<file path="src/rtl/cmp_share_arb_if.sv">
// cmp_share_arb_if: requester/result bundle for cmp_share_arb; CMP_MAX_SEL_EN adds op_bus/res_op.
interface cmp_share_arb_if #(
  parameter int NREQ = 4,
  parameter int W = 8
);
  localparam int IDW = $clog2(NREQ);
  logic [NREQ-1:0] req;
  logic [NREQ-1:0] gnt;
  logic [NREQ*W-1:0] n1_bus;
  logic [NREQ*W-1:0] n2_bus;
  logic res_valid;
  logic res_ready;
  logic [IDW-1:0] res_id;
  logic [W-1:0] res;
`ifdef CMP_MAX_SEL_EN
  logic [NREQ-1:0] op_bus;
  logic [0:0] res_op;
  modport master (output req, n1_bus, n2_bus, op_bus, res_ready, input gnt, res_valid, res_id, res, res_op);
  modport slave (input req, n1_bus, n2_bus, op_bus, res_ready, output gnt, res_valid, res_id, res, res_op);
`else
  modport master (output req, n1_bus, n2_bus, res_ready, input gnt, res_valid, res_id, res);
  modport slave (input req, n1_bus, n2_bus, res_ready, output gnt, res_valid, res_id, res);
`endif
endinterface

</file>
<file path="src/rtl/cmp_share_arb.sv">
// cmp_share_arb: round-robin arbiter sharing one registered min compare; CMP_MAX_SEL_EN adds per-request max select.
module cmp_share_arb #(
  parameter int NREQ = 4,
  parameter int W = 8
) (
  input logic clk,
  input logic rst_n,
  cmp_share_arb_if.slave bus
);
  localparam int IDW = $clog2(NREQ);
  localparam logic [IDW:0] N = (IDW+1)'(NREQ);
  localparam logic [IDW-1:0] LAST = IDW'(NREQ-1);
  logic [IDW-1:0] ptr, k, id_q;
  logic [IDW:0] idx;
  logic found, stall, grant, valid_q;
  logic [W-1:0] a, b, lo, sel, res_q;
  assign stall = valid_q & ~bus.res_ready;
  // first requester at or after ptr, wrapping
  always_comb begin
    k = ptr;
    found = 1'b0;
    idx = '0;
    for (int i = 0; i < NREQ; i++) begin
      idx = {1'b0, ptr} + (IDW+1)'(i);
      idx = (idx >= N) ? idx - N : idx;
      if (!found && bus.req[idx[IDW-1:0]]) begin
        k = idx[IDW-1:0];
        found = 1'b1;
      end
    end
  end
  assign grant = found & ~stall & ~rst_n;
  assign bus.gnt = grant ? NREQ'(1) << k : '0;
  assign a = bus.n1_bus[k*W +: W];
  assign b = bus.n2_bus[k*W +: W];
  assign lo = (a < b) ? a : b;
`ifdef CMP_MAX_SEL_EN
  logic [W-1:0] hi;
  logic op_q;
  assign hi = (a > b) ? a : b;
  assign sel = bus.op_bus[k] ? hi : lo;
  assign bus.res_op = op_q;
  always_ff @(posedge clk)
    if (rst_n) op_q <= 1'b0;
    else if (grant) op_q <= bus.op_bus[k];
`else
  assign sel = lo;
`endif
  always_ff @(posedge clk) begin
    if (rst_n) begin
      ptr <= '0;
      valid_q <= 1'b0;
      res_q <= '0;
      id_q <= '0;
    end else if (grant) begin
      ptr <= (k == LAST) ? '0 : k + IDW'(1);
      valid_q <= 1'b1;
      res_q <= sel;
      id_q <= k;
    end else if (bus.res_ready) begin
      valid_q <= 1'b0;
    end
  end
  assign bus.res_valid = valid_q;
  assign bus.res = res_q;
  assign bus.res_id = id_q;
endmodule

</file>
<file path="src/flat_wrapper.sv">
// flat-port wrapper written by rule: the top's interface ports become plain ports
module cmp_share_arb_flat 
#(
  parameter int NREQ = 4,
  parameter int W = 8
)
  (clk, rst_n, bus_req, bus_n1_bus, bus_n2_bus, bus_res_ready, bus_gnt, bus_res_valid, bus_res_id, bus_res);
  cmp_share_arb_if #(.NREQ(NREQ), .W(W)) bus_i ();
  input logic clk;
  input logic rst_n;
  input wire logic [$bits(bus_i.req)-1:0] bus_req;
  input wire logic [$bits(bus_i.n1_bus)-1:0] bus_n1_bus;
  input wire logic [$bits(bus_i.n2_bus)-1:0] bus_n2_bus;
  input wire logic [$bits(bus_i.res_ready)-1:0] bus_res_ready;
  output wire logic [$bits(bus_i.gnt)-1:0] bus_gnt;
  output wire logic [$bits(bus_i.res_valid)-1:0] bus_res_valid;
  output wire logic [$bits(bus_i.res_id)-1:0] bus_res_id;
  output wire logic [$bits(bus_i.res)-1:0] bus_res;
  assign bus_i.req = bus_req;
  assign bus_i.n1_bus = bus_n1_bus;
  assign bus_i.n2_bus = bus_n2_bus;
  assign bus_i.res_ready = bus_res_ready;
  assign bus_gnt = bus_i.gnt;
  assign bus_res_valid = bus_i.res_valid;
  assign bus_res_id = bus_i.res_id;
  assign bus_res = bus_i.res;
  cmp_share_arb #(.NREQ(NREQ), .W(W)) u_core (.clk(clk), .rst_n(rst_n), .bus(bus_i));
endmodule
</file>
<file path="config.mk">
export PLATFORM = sky130hd
export DESIGN_NAME = cmp_share_arb_flat
export DESIGN_NICKNAME = d
export VERILOG_FILES = /design/src/rtl/cmp_share_arb_if.sv /design/src/rtl/cmp_share_arb.sv /design/src/flat_wrapper.sv
export SDC_FILE = /design/constraint.sdc
export NUM_CORES = 1
export LEC_CHECK = 0
export ABC_CLOCK_PERIOD_IN_PS = 3950
export CAP_MARGIN = 0
export CORE_ASPECT_RATIO = 0.75
export CORE_MARGIN = 8
export CORE_UTILIZATION = 38
export DETAILED_ROUTE_END_ITERATION = 16
export HOLD_SLACK_MARGIN = 0.03
export PLACE_DENSITY = 0.93
export SETUP_SLACK_MARGIN = 0.15
export SLEW_MARGIN = 20
export SYNTH_ARGS = -nofsm -noshare
export SYNTH_HDL_FRONTEND = slang
export SYNTH_SLANG_ARGS = --single-unit
</file>
<file path="constraint.sdc">
create_clock -name clk -period 3.95 [get_ports clk]
set_input_delay 0.79 -clock clk [delete_from_list [all_inputs] [get_ports clk]]
set_output_delay 0.79 -clock clk [all_outputs]
set_load 0.02 [all_outputs]
</file>
# Word level (Yosys, flattened, before mapping)

Index checks and enable logic that the tools add are counted.

$add $sub $neg: 8
Magnitude comparators: 9
Equality and inequality tests: 1
Shifts and indexed selects: 3
Multiplexer cells: 25
Bitwise operators: 6
Reductions and logical operators: 7

Operators with widths:

| cell                  | number |
|---|---|
| $shiftx A32 B6 Y8     | 2 |
| $mux W2               | 9 |
| $lt A2 B3 Y1 const B  | 4 |
| $mux W1               | 10 |
| $ge A3 B3 Y1 const B  | 3 |
| $bmux W1 S2           | 4 |
| $lt A8 B8 Y1          | 1 |
| $mux W8               | 1 |
| $sub A2 B1 Y2 const B | 4 |
| $add A2 B2 Y3 const B | 2 |
| $mux W4               | 1 |
| $shl A1 B2 Y4 const A | 1 |
| $add A2 B1 Y3 const B | 1 |
| $and A1 B1 Y1         | 3 |
| $ge A2 B3 Y1 const B  | 1 |
| $logic_and A1 B1 Y1   | 3 |
| $logic_not A1 Y1      | 3 |
| $not A1 Y1            | 3 |
| $add A2 B1 Y2 const B | 1 |
| $eq A2 B2 Y1 const B  | 1 |
| $reduce_bool A2 Y1    | 1 |

Bits in registers: 13
Input port bits: 71
Output and inout port bits: 15
Word-level logic and storage cells: 63

# Logic depth before layout (Yosys ltp)

Gate-level depths: netlist of run 1.

Word-level depth: 17
Mapped depth: 15
Mapped depth without buffers: 13

# Least setup slack after synthesis of run 1

Ideal clock, no wire load.

Path kind: input to register
Start point: input bus_req[2]
End point: register u_core.res_q[1] (netlist: u_core.bus.res[1])
Arrival time: 3.327 ns
Required time: 3.834 ns
Slack: 0.507 ns
Stages: 14
Buffers on the path: 2
Cell sequence: nor2b_1 o21a_1 nor2_1 clkbuf_1 buf_1 a21oi_1 a22oi_1 ha_1 a21oi_1 o21ai_0 a221oi_1 nand2_1 a21o_1 o211a_1

Cells in the longest elaborated chain, start to end: 15

Ends and longest elaborated chain:

| element                              | line                                     | source |
|---|---|---|
| start: declaration                   | flat_wrapper.sv:11                       | `input wire logic [$bits(bus_i.req)-1:0] bus_req;` |
| $bmux W1 S2                          | cmp_share_arb.sv:26                      | `if (!found && bus.req[idx[IDW-1:0]]) begin` |
| $mux W1 (not written as such)        | cmp_share_arb.sv:26                      |  |
| $mux W1                              | cmp_share_arb.sv:26                      |  |
| $logic_not A1 Y1                     | cmp_share_arb.sv:26                      |  |
| $logic_and A1 B1 Y1                  | cmp_share_arb.sv:26                      |  |
| $mux W1                              | cmp_share_arb.sv:26                      |  |
| $logic_not A1 Y1                     | cmp_share_arb.sv:26                      |  |
| $logic_and A1 B1 Y1                  | cmp_share_arb.sv:26                      |  |
| $mux W1                              | cmp_share_arb.sv:26                      |  |
| $logic_not A1 Y1                     | cmp_share_arb.sv:26                      |  |
| $logic_and A1 B1 Y1                  | cmp_share_arb.sv:26                      |  |
| $mux W2                              | cmp_share_arb.sv:26                      |  |
| $shiftx A32 B6 Y8 (on tied branches) | cmp_share_arb.sv:34, cmp_share_arb.sv:35 |  |
| $lt A8 B8 Y1                         | cmp_share_arb.sv:36                      | `assign lo = (a < b) ? a : b;` |
| $mux W8                              | cmp_share_arb.sv:36                      |  |
| end signal: assignment               | cmp_share_arb.sv:58                      | `res_q <= sel;` |
| end: declaration                     | cmp_share_arb.sv:16                      | `logic [W-1:0] a, b, lo, sel, res_q;` |

Several ways; a longest one is shown, not always the timed one. The select of a mux whose other input is x is not followed.
A chain may end at the register's enable or synchronous reset.

# Worst setup path after layout of run 1

Start point: input bus_req[1]
End point: output bus_gnt[2]

Cells in the longest elaborated chain, start to end: 15

Ends and longest elaborated chain:

| element                       | line                | source |
|---|---|---|
| $bmux W1 S2                   | cmp_share_arb.sv:26 |  |
| $mux W1 (not written as such) | cmp_share_arb.sv:26 |  |
| $mux W1                       | cmp_share_arb.sv:26 |  |
| $logic_not A1 Y1              | cmp_share_arb.sv:26 |  |
| $logic_and A1 B1 Y1           | cmp_share_arb.sv:26 |  |
| $mux W1                       | cmp_share_arb.sv:26 |  |
| $logic_not A1 Y1              | cmp_share_arb.sv:26 |  |
| $logic_and A1 B1 Y1           | cmp_share_arb.sv:26 |  |
| $mux W1                       | cmp_share_arb.sv:26 |  |
| $logic_not A1 Y1              | cmp_share_arb.sv:26 |  |
| $logic_and A1 B1 Y1           | cmp_share_arb.sv:26 |  |
| $mux W1                       | cmp_share_arb.sv:26 |  |
| $and A1 B1 Y1 (2 in a row)    | cmp_share_arb.sv:32 | `assign grant = found & ~stall & ~rst_n;` |
| $mux W4 *                     | cmp_share_arb.sv:33 | `assign bus.gnt = grant ? NREQ'(1) << k : '0;` |
| end: declaration              | flat_wrapper.sv:15  | `output wire logic [$bits(bus_i.gnt)-1:0] bus_gnt;` |

Mark *: on every way between the ends. The rest lies on a longest branch, timed or not. The select of a mux whose other input is x is not followed.

==> results.txt, run 1 <==
The total die area is 5970 µm². The maximum achievable frequency is 272 MHz. The synthesized net count came out at 271. The root buffer cell chosen for the clock tree is sky130_fd_sc_hd__clkbuf_8. TritonCTS built the clock tree.

The remaining max-slew budget at the tightest pin is 33.5%. The internal power is slightly below 0.6 mW. Setup repair after global routing left no endpoint under its margin.

The per-cell via count in the routed design came out at 5.41. Of all cell types, the one taking the most synthesized area is sky130_fd_sc_hd__dfxtp_1. The worst setup skew after layout is 4.86 ps. The count of boundary I/O pins came out at 86.

The total non-filler cell area in the finished layout came out at 2530 µm². The first-pass GRT wire length came out at 8.03 mm. The residual antenna-violating net count after detailed routing is 0. The total track usage is 16.7%. The total count of hold-check failures in the final report came to 0. In this run the power spent charging and discharging nets is 0.423 mW. The standard cell with the maximum stage delay on the critical path is sky130_fd_sc_hd__clkdlybuf4s50_1. The total of buffers placed on input and output ports is 85. The cell area after synthesis came out at 1420 µm². The half-perimeter wire length of the detailed placement result came out at 4.32 mm.

The switching fraction of total power came out at 41.7%. The final-layout fill cell count is just over 300. STA classifies the critical path endpoint as an output pin. The required time reported for the critical path endpoint is 3160 ps. The post-route DRC violation count came out at 0.

The number of antenna violations at the first check in global routing is 0. The clock sink count is 13. The clock network latency to the later pin of the worst-skew pair came out at 240 ps.

The fraction of post-synthesis cell area in the top cell type by area came out at between 10% and 20%. The critical path goes through clkdlybuf4s50_1 > buf_4 > nor4_1 > buf_4 > a21o_1 > nor2_1 > and2_1 > clkdlybuf4s50_1. From bottom edge to top edge, the die measures 68.9 µm. The sequential area share after synthesis is between 10% and 20%.

The total number of placement rows is 19. The peak supply drop came out at 0.000289 V. The leakage power is 1.16 nW.

Once the floorplan was initialized, standard cells occupied 39.3% of the core. The number of unique standard cell types used by synthesis is 36. STA classifies the critical path startpoint as a primary input.

In this design, the largest share of critical-path delay is due to buffers and inverters. The via count of the first global-routing pass was around 1,800. From synthesis to final layout, the design area changed by 78.2%. The final critical-path required period is about 3700 ps. The share of cells above drive strength 1 is about 10%. Data on the critical path arrives at its endpoint at a little under 3000 ps. The CTS clock-pin slew for the worst setup and hold paths is 50 ps. Per report_power, the sequential group accounts for 18.6% of the total. The number of buffers and inverters on the critical path is 4. The class of the most critical hold timing path is reg -> reg. On the worst path, the slowest cell contributes a delay of 610 ps. The register bit count reported by yosys is 13.

The average routed wire per standard cell is 15.6 µm. The number of buffers added by the clock tree synthesis step is 3. Summed over all layers, the routed wires come to 5.21 mm.

Across the run, the number of max-cap violations was 0. The congestion estimate from routability-driven global placement came to 0.805. The minimum setup slack in the final design came out at 268 ps. The width of the chip came out at 86.6 µm. Power spread over the standard cell area amounts to 401 nW/µm². Dividing the final minimum period by the clock period gives ~93%. The number of setup buffers added after CTS is 0. The setup violation total in the final timing report is 0. The region available for standard cell placement spans roughly 3600 µm².

The post-synthesis instance total came out at 189. The pin count of the biggest net entering global routing came out at 31. The aggregate global routing overflow is 0. The first TritonRoute pass finished after 4 iterations. The setup path with the least slack is of type in -> out. The synthesized area per cell is roughly 7.5 µm². The starting DRC count in detailed routing came out at 80. The count of nets after finishing is roughly 370. In this run the number of H-tree levels came out at 1. The combinational power share is 69.9%. The repair_antennas step left the layout with diodes totalling 0. The max-slew violation count is 0. In the layout the commonest cells are sky130_fd_sc_hd__clkdlybuf4s50_1 (80), sky130_fd_sc_hd__a21oi_1 (31), sky130_fd_sc_hd__nand2_1 (23), sky130_fd_sc_hd__mux2i_1 (15). The number of buffers on the longest clock path came out at 2. The peak fanout along the critical path is 6. After detailed placement, the total cell area comes to between 2000 and 2500 µm². The setup slack after placement is -117 ps. The total via count in the routed design is 1,807.

Ranked by total cell area, the synthesized netlist is headed by sky130_fd_sc_hd__dfxtp_1 (18%), sky130_fd_sc_hd__a21oi_1 (11%), sky130_fd_sc_hd__mux2i_1 (11%). The count of yosys warnings during synthesis came out at 0. The quantity of hold-fixing buffers added after cts came out at 0. The flow ran to the end, and the final reports show no timing, DRC or antenna violations.

The actual transition at the worst max-transition pin came out at 997 ps. Leaving out fill and tap cells, the most frequent cell in the layout is sky130_fd_sc_hd__clkdlybuf4s50_1. The clock network fraction of design power came out at 11.5%. In the final timing run, aggregate negative setup slack is 0 ps.
==> final cells by class <==
class	instances	area, µm²	share of cell area (%)
flip-flops and latches	13	260	10.3
repair buffers	99	1000	39.7
inverters	4	22.5	0.890
clock buffers	4	45.0	1.78
multi-input cells	162	1130	44.8
well taps	52	65.1	2.57
==> flip-flops by register name (all words and copies together), names as in the netlist <==
name,cells
u_core.bus.res,8
u_core.ptr,2
u_core.bus.res_id,2
u_core.bus.res_valid,1
==> worst paths after layout <==
| kind | slack (ps) | to | cells past startpoint | start |
|---|---|---|---|---|
| worst min-delay path | 480 | u_core.bus.res_id[0]$_SDFFE_PP0P_ | 2 | u_core.bus.res_id[0]$_SDFFE_PP0P_ |
| worst max register to register | 930 | u_core.bus.res[6]$_SDFFE_PP0P_ | 13 | u_core.ptr[0]$_SDFFE_PP0P_ |
| worst min register to register | 480 | u_core.bus.res_id[0]$_SDFFE_PP0P_ | 2 | u_core.bus.res_id[0]$_SDFFE_PP0P_ |
| worst max-delay path | 270 | bus_gnt[2] | 8 | bus_req[1] |
==> cell families (layout without fill, tap and decap cells) <==
| group | after synthesis | in the layout | share of synthesized area [%] |
|---|---|---|---|
| DFF | 13 | 13 | 18.3 |
| AOI/OAI and AO/OA | 80 | 80 | 38.7 |
| muxes | 15 | 15 | 10.6 |
| adders and majority gates | 11 | 11 | 9.69 |
| buffers and inverters | 14 | 107 | 4.05 |
| and+or+nand+nor | 56 | 56 | 18.7 |
==> worst min-delay path, stage by stage, from the launching register on <==
cell and delay (ps):
sky130_fd_sc_hd__dfxtp_1 310, sky130_fd_sc_hd__nand2_1 50, sky130_fd_sc_hd__a21oi_1 60
==> power groups by stage <==
stage / clock, mW / combinational (mW) / sequential (mW)
global route: 0.127 / 0.770 / 0.192
finish: 0.117 / 0.708 / 0.189
global placement: 0 / 0.658 / 0.188
detailed placement: 0 / 0.675 / 0.189
CTS: 0.117 / 0.678 / 0.187
floorplan: 0 / 0.376 / 0.219
==> per-stage QoR <==
stage / util [%] / hold slack, ps / power [mW] / instances
2_1_floorplan: - / 498 / 0.596 / 189
3_3_place_gp: 67.0 / 446 / 0.846 / 329
3_5_place_dp: 67.0 / 463 / 0.863 / 329
4_1_cts: 68.4 / 470 / 0.983 / 333
5_1_grt: 70.0 / 484 / 1.09 / 334
6_report: 70.0 / 476 / 1.01 / 334
==> Yosys cell counts (all sizes together) <==
cell type and number:
ha 11, a22oi 7, a221oi 1, a31oi 7, o21ba 1, a211oi 3, and3 1, a22o 7
o21bai 2, o31a 2, a21o 3, o21ai 2, and2 5, inv 4, o211a 7, o21a 2
dfxtp 13, nor4 2, buf 3, a221o 2, nand2 23, nand4 1, a211o 2, a21oi 31
nor2b 4, mux2i 15, o211ai 1, nor2 15, nand3 2, clkbuf 7, nor3 2, and3b 1
==> layer usage <==
layer | part of all wire, % | GRT usage [%] | vias to the layer above
li1 | - | - | 902
met1 | 43 | 18.0 | 816
met2 | 46 | 30.7 | 85
met3 | 9.8 | 7.10 | 4
met4 | 0.86 | 2.78 | 0
met5 | 0 | 0 | -
==> what timing repair did <==
| item | CTS | global route |
|---|---|---|
| hold endpoints to repair | 0 | 0 |
| cloned | 0 | 1 |
| setup endpoints to repair | 9 | 9 |
| gates resized for setup | 4 | 13 |
| pin swaps | 0 | 1 |
(Power assumes the default switching activity.)
==> run 2: changes to the inputs <==
CORE_MARGIN = 2   (was 8)
PLACE_DENSITY = 0.83   (was 0.93)
==> results.txt, run 2 (same netlist as run 1, synthesis figures left out) <==
The worst hold slack after final layout is 454 ps (-21.5 ps). The remaining max-slew budget at the tightest pin came out at 31.4% (-2.1 points). The final worst-path cycle share came to 91.3% (-1.9 points). The required time reported for the critical path endpoint is 3160 ps (about the same). Relative to the synthesized area, the layout overhead comes to 81.4%. The total instance count after detailed placement was 332 (+0.91%). The cell count of the worst hold path is 2 (unchanged). In the layout the commonest cells are sky130_fd_sc_hd__clkdlybuf4s50_1 (80), sky130_fd_sc_hd__a21oi_1 (31), sky130_fd_sc_hd__nand2_1 (23), sky130_fd_sc_hd__buf_4 (16), sky130_fd_sc_hd__mux2i_1 (15). The max-slew violation count is 0 (unchanged). The total die area is 4250 µm² (-29%). The max-cap check violation count is 0 (unchanged). STA classifies the critical path endpoint as an output pin. The CTS clock-pin slew for the worst setup and hold paths was 50 ps (about the same). The first-pass GRT wire length is 7.55 mm (-6.0%).

The final critical-path required period is 3610 ps (-75.0 ps). The startpoint type of the worst setup path is a primary input. The quantity of hold-fixing buffers added after cts is 0 (unchanged). The clock sink count is 13 (unchanged).

The per-cell via count in the routed design is 5.34 (-1.4%). The number of H-tree levels is 1 (unchanged). The leakage power is 1.20 nW (+3.2%).

The maximum achievable frequency came out at 277 MHz (+2.1%). The count of boundary I/O pins came out at 86 (unchanged). The number of buffers on the longest clock path came out at 2 (unchanged).

Signal routing reaches up to met4. The count of TritonRoute iterations in the first routing pass was 4 (unchanged). The peak fanout along the critical path came out at 13 (+7).

The height of the chip is 56.9 µm (-17%). The endpoint of the lowest-slack register-to-register path is u_core.bus.res[1]$_SDFFE_PP0P_. The residual antenna-violating net count after detailed routing came to 0 (unchanged). The total count of hold-check failures in the final report is 0 (unchanged). The standard cell with the maximum stage delay on the critical path is sky130_fd_sc_hd__clkdlybuf4s50_1. The flow ran to the end, and the final reports show no timing, DRC or antenna violations. The number of antenna violations at the first check in global routing was 0 (unchanged).

The worst setup skew after layout is 6.69 ps (+1.83 ps). The via count of the first global-routing pass came out at 1,666 (-6.1%). Setup repair after global routing left no endpoint under its margin. The total routed wire length on the met1 layer came out at 2.12 mm (-5.3%). The maximum single-stage delay on the critical path is 600 ps (about the same).

The wire length after detailed routing came to 4.83 mm (-7.2%). The cell family contributing the most delay on the critical path is buffers and inverters. The total track usage came out at 22.4% (+5.7 points). The total via count in the routed design came out at 1,809 (+0.11%).

The depth of the most critical reg-to-reg path was 12 (-1). The final-layout fill cell count came out at 306 (+0.66%). Walking the worst path, the cells encountered are clkdlybuf4s50_1 > buf_4 > a211o_1 > nand3_4 > clkbuf_16 > ha_1 > and2_1 > clkdlybuf4s50_1. The pin count of the biggest net entering global routing is 31 (unchanged).

The power density relative to cell area is 406 nW/µm² (+1.3%). The startpoint identified for the worst register-to-register timing path is u_core.ptr[1]$_SDFFE_PP0P_. The startpoint identified for the worst hold timing path is u_core.bus.res_id[1]$_SDFFE_PP0P_. The slack of the worst reg-to-reg path was 990 ps (+60 ps). The average routed wire per standard cell came out at 14.3 µm (-8.6%). The tightest min-delay check is of the reg -> reg type.

The antenna cell count is 0 (unchanged). The most numerous cell type found on the critical path is sky130_fd_sc_hd__clkdlybuf4s50_1. The amount of wire on met2 after detailed routing is 2.34 mm (-2.7%). The total of buffers placed on input and output ports was 85 (unchanged). TritonCTS built the clock tree. For hold timing, the worst endpoint is u_core.bus.res_id[1]$_SDFFE_PP0P_. The arrival time at the worst endpoint came out at 2820 ps (-70 ps). The initial standard-cell utilization of the core is 39.3% (unchanged).

The number of flip-flops under the largest register name came out at 8 (unchanged). The peak supply drop is 0.000321 V (+11%). The count of nets after finishing came out at 370 (+1.4%). The clock network latency to the later pin of the worst-skew pair is 240 ps (about the same). The share of cells above drive strength 1 was 11.8% (+1.6 points). The placer congestion estimate is 0.897 (+11%). The aggregate global routing overflow came to 0 (unchanged).

By startpoint and endpoint, the worst setup path is classified as in -> out. The half-perimeter wire length of the detailed placement result came to 3.74 mm (-13%). The total number of placement rows came out at 19 (unchanged). The met3 wirelength from detailed routing came out at 348 µm (-32%). The area inside the core boundary is 3610 µm² (unchanged). The post-route DRC violation count is 0 (unchanged).

The non-filler instance count after layout is 339 (+1.5%). CTS placed an instance of sky130_fd_sc_hd__clkbuf_8 at the clock tree root. The starting DRC count in detailed routing came out at 98 (+23%). The setup violation total in the final timing report is 0 (unchanged). Leaving out fill and tap cells, the most frequent cell in the layout is sky130_fd_sc_hd__clkdlybuf4s50_1. The number of buffers and inverters on the critical path is 4 (unchanged). The number of buffers added by the clock tree synthesis step came out at 3 (unchanged). The actual transition at the worst max-transition pin is 1030 ps (+31.8 ps). The aggregate negative setup slack is 0 ps (unchanged). The width of the chip is 74.6 µm (-14%).
-- run 2: area by class of cell --
cell class,count,area [µm²],area share (%)
inverters,4,20.0,0.777
flip-flops and latches,13,260,10.1
clock buffers,4,45.0,1.75
multi-input cells,162,1140,44.3
well taps,52,65.1,2.53
repair buffers,104,1040,40.6
-- run 2: worst max-delay path by stage --
stage	startpoint	cells after the start	slack, ps	end
4_1_cts	bus_req[2]	9	150	bus_gnt[1]
2_1_floorplan	bus_req[2]	14	510	u_core.bus.res[1]$_SDFFE_PP0P_
3_3_place_gp	bus_req[0]	14	10	u_core.bus.res[1]$_SDFFE_PP0P_
5_1_grt	bus_req[1]	14	190	u_core.bus.res[4]$_SDFFE_PP0P_
3_5_place_dp	bus_req[2]	14	-70	u_core.bus.res[4]$_SDFFE_PP0P_
6_report	bus_req[1]	8	340	bus_gnt[0]
-- run 2: stage by stage --
step | cell area (µm²) | setup WS [ps] | util (%) | power (mW)
4_1_cts | 2500 | 153 | 69.1 | 1.00
2_1_floorplan | 1420 | 507 | - | 0.596
3_3_place_gp | 2440 | 12.1 | 67.6 | 0.865
6_report | 2580 | 343 | 71.3 | 1.05
5_1_grt | 2580 | 195 | 71.3 | 1.12
3_5_place_dp | 2440 | -68.7 | 67.6 | 0.876
-- run 2: layer usage --
layer	vias up	global-route usage [%]
met2	73	38.8
met3	2	5.83
met1	821	29.4
li1	913	-
met4	0	1.02
met5	-	0
-- run 2: worst min-delay path, cell delays in order, from the launching register on --
cell and delay [ps]:
sky130_fd_sc_hd__dfxtp_1 310, sky130_fd_sc_hd__nand2_1 50, sky130_fd_sc_hd__a21oi_1 50
-- run 2: repair_timing --
item / 4_1_cts / 5_1_grt
cloned: 0 / 1
resized for setup: 4 / 13
setup endpoints to repair: 2 / 10
pin swaps: 0 / 4
buffers inserted: 0 / 2
-- run 2: power breakdown --
group	leakage [nW]	switching (mW)	internal [mW]
Clock	0.0228	0.0495	0.0713
Sequential	0.109	0.0230	0.164
Combinational	1.07	0.361	0.377
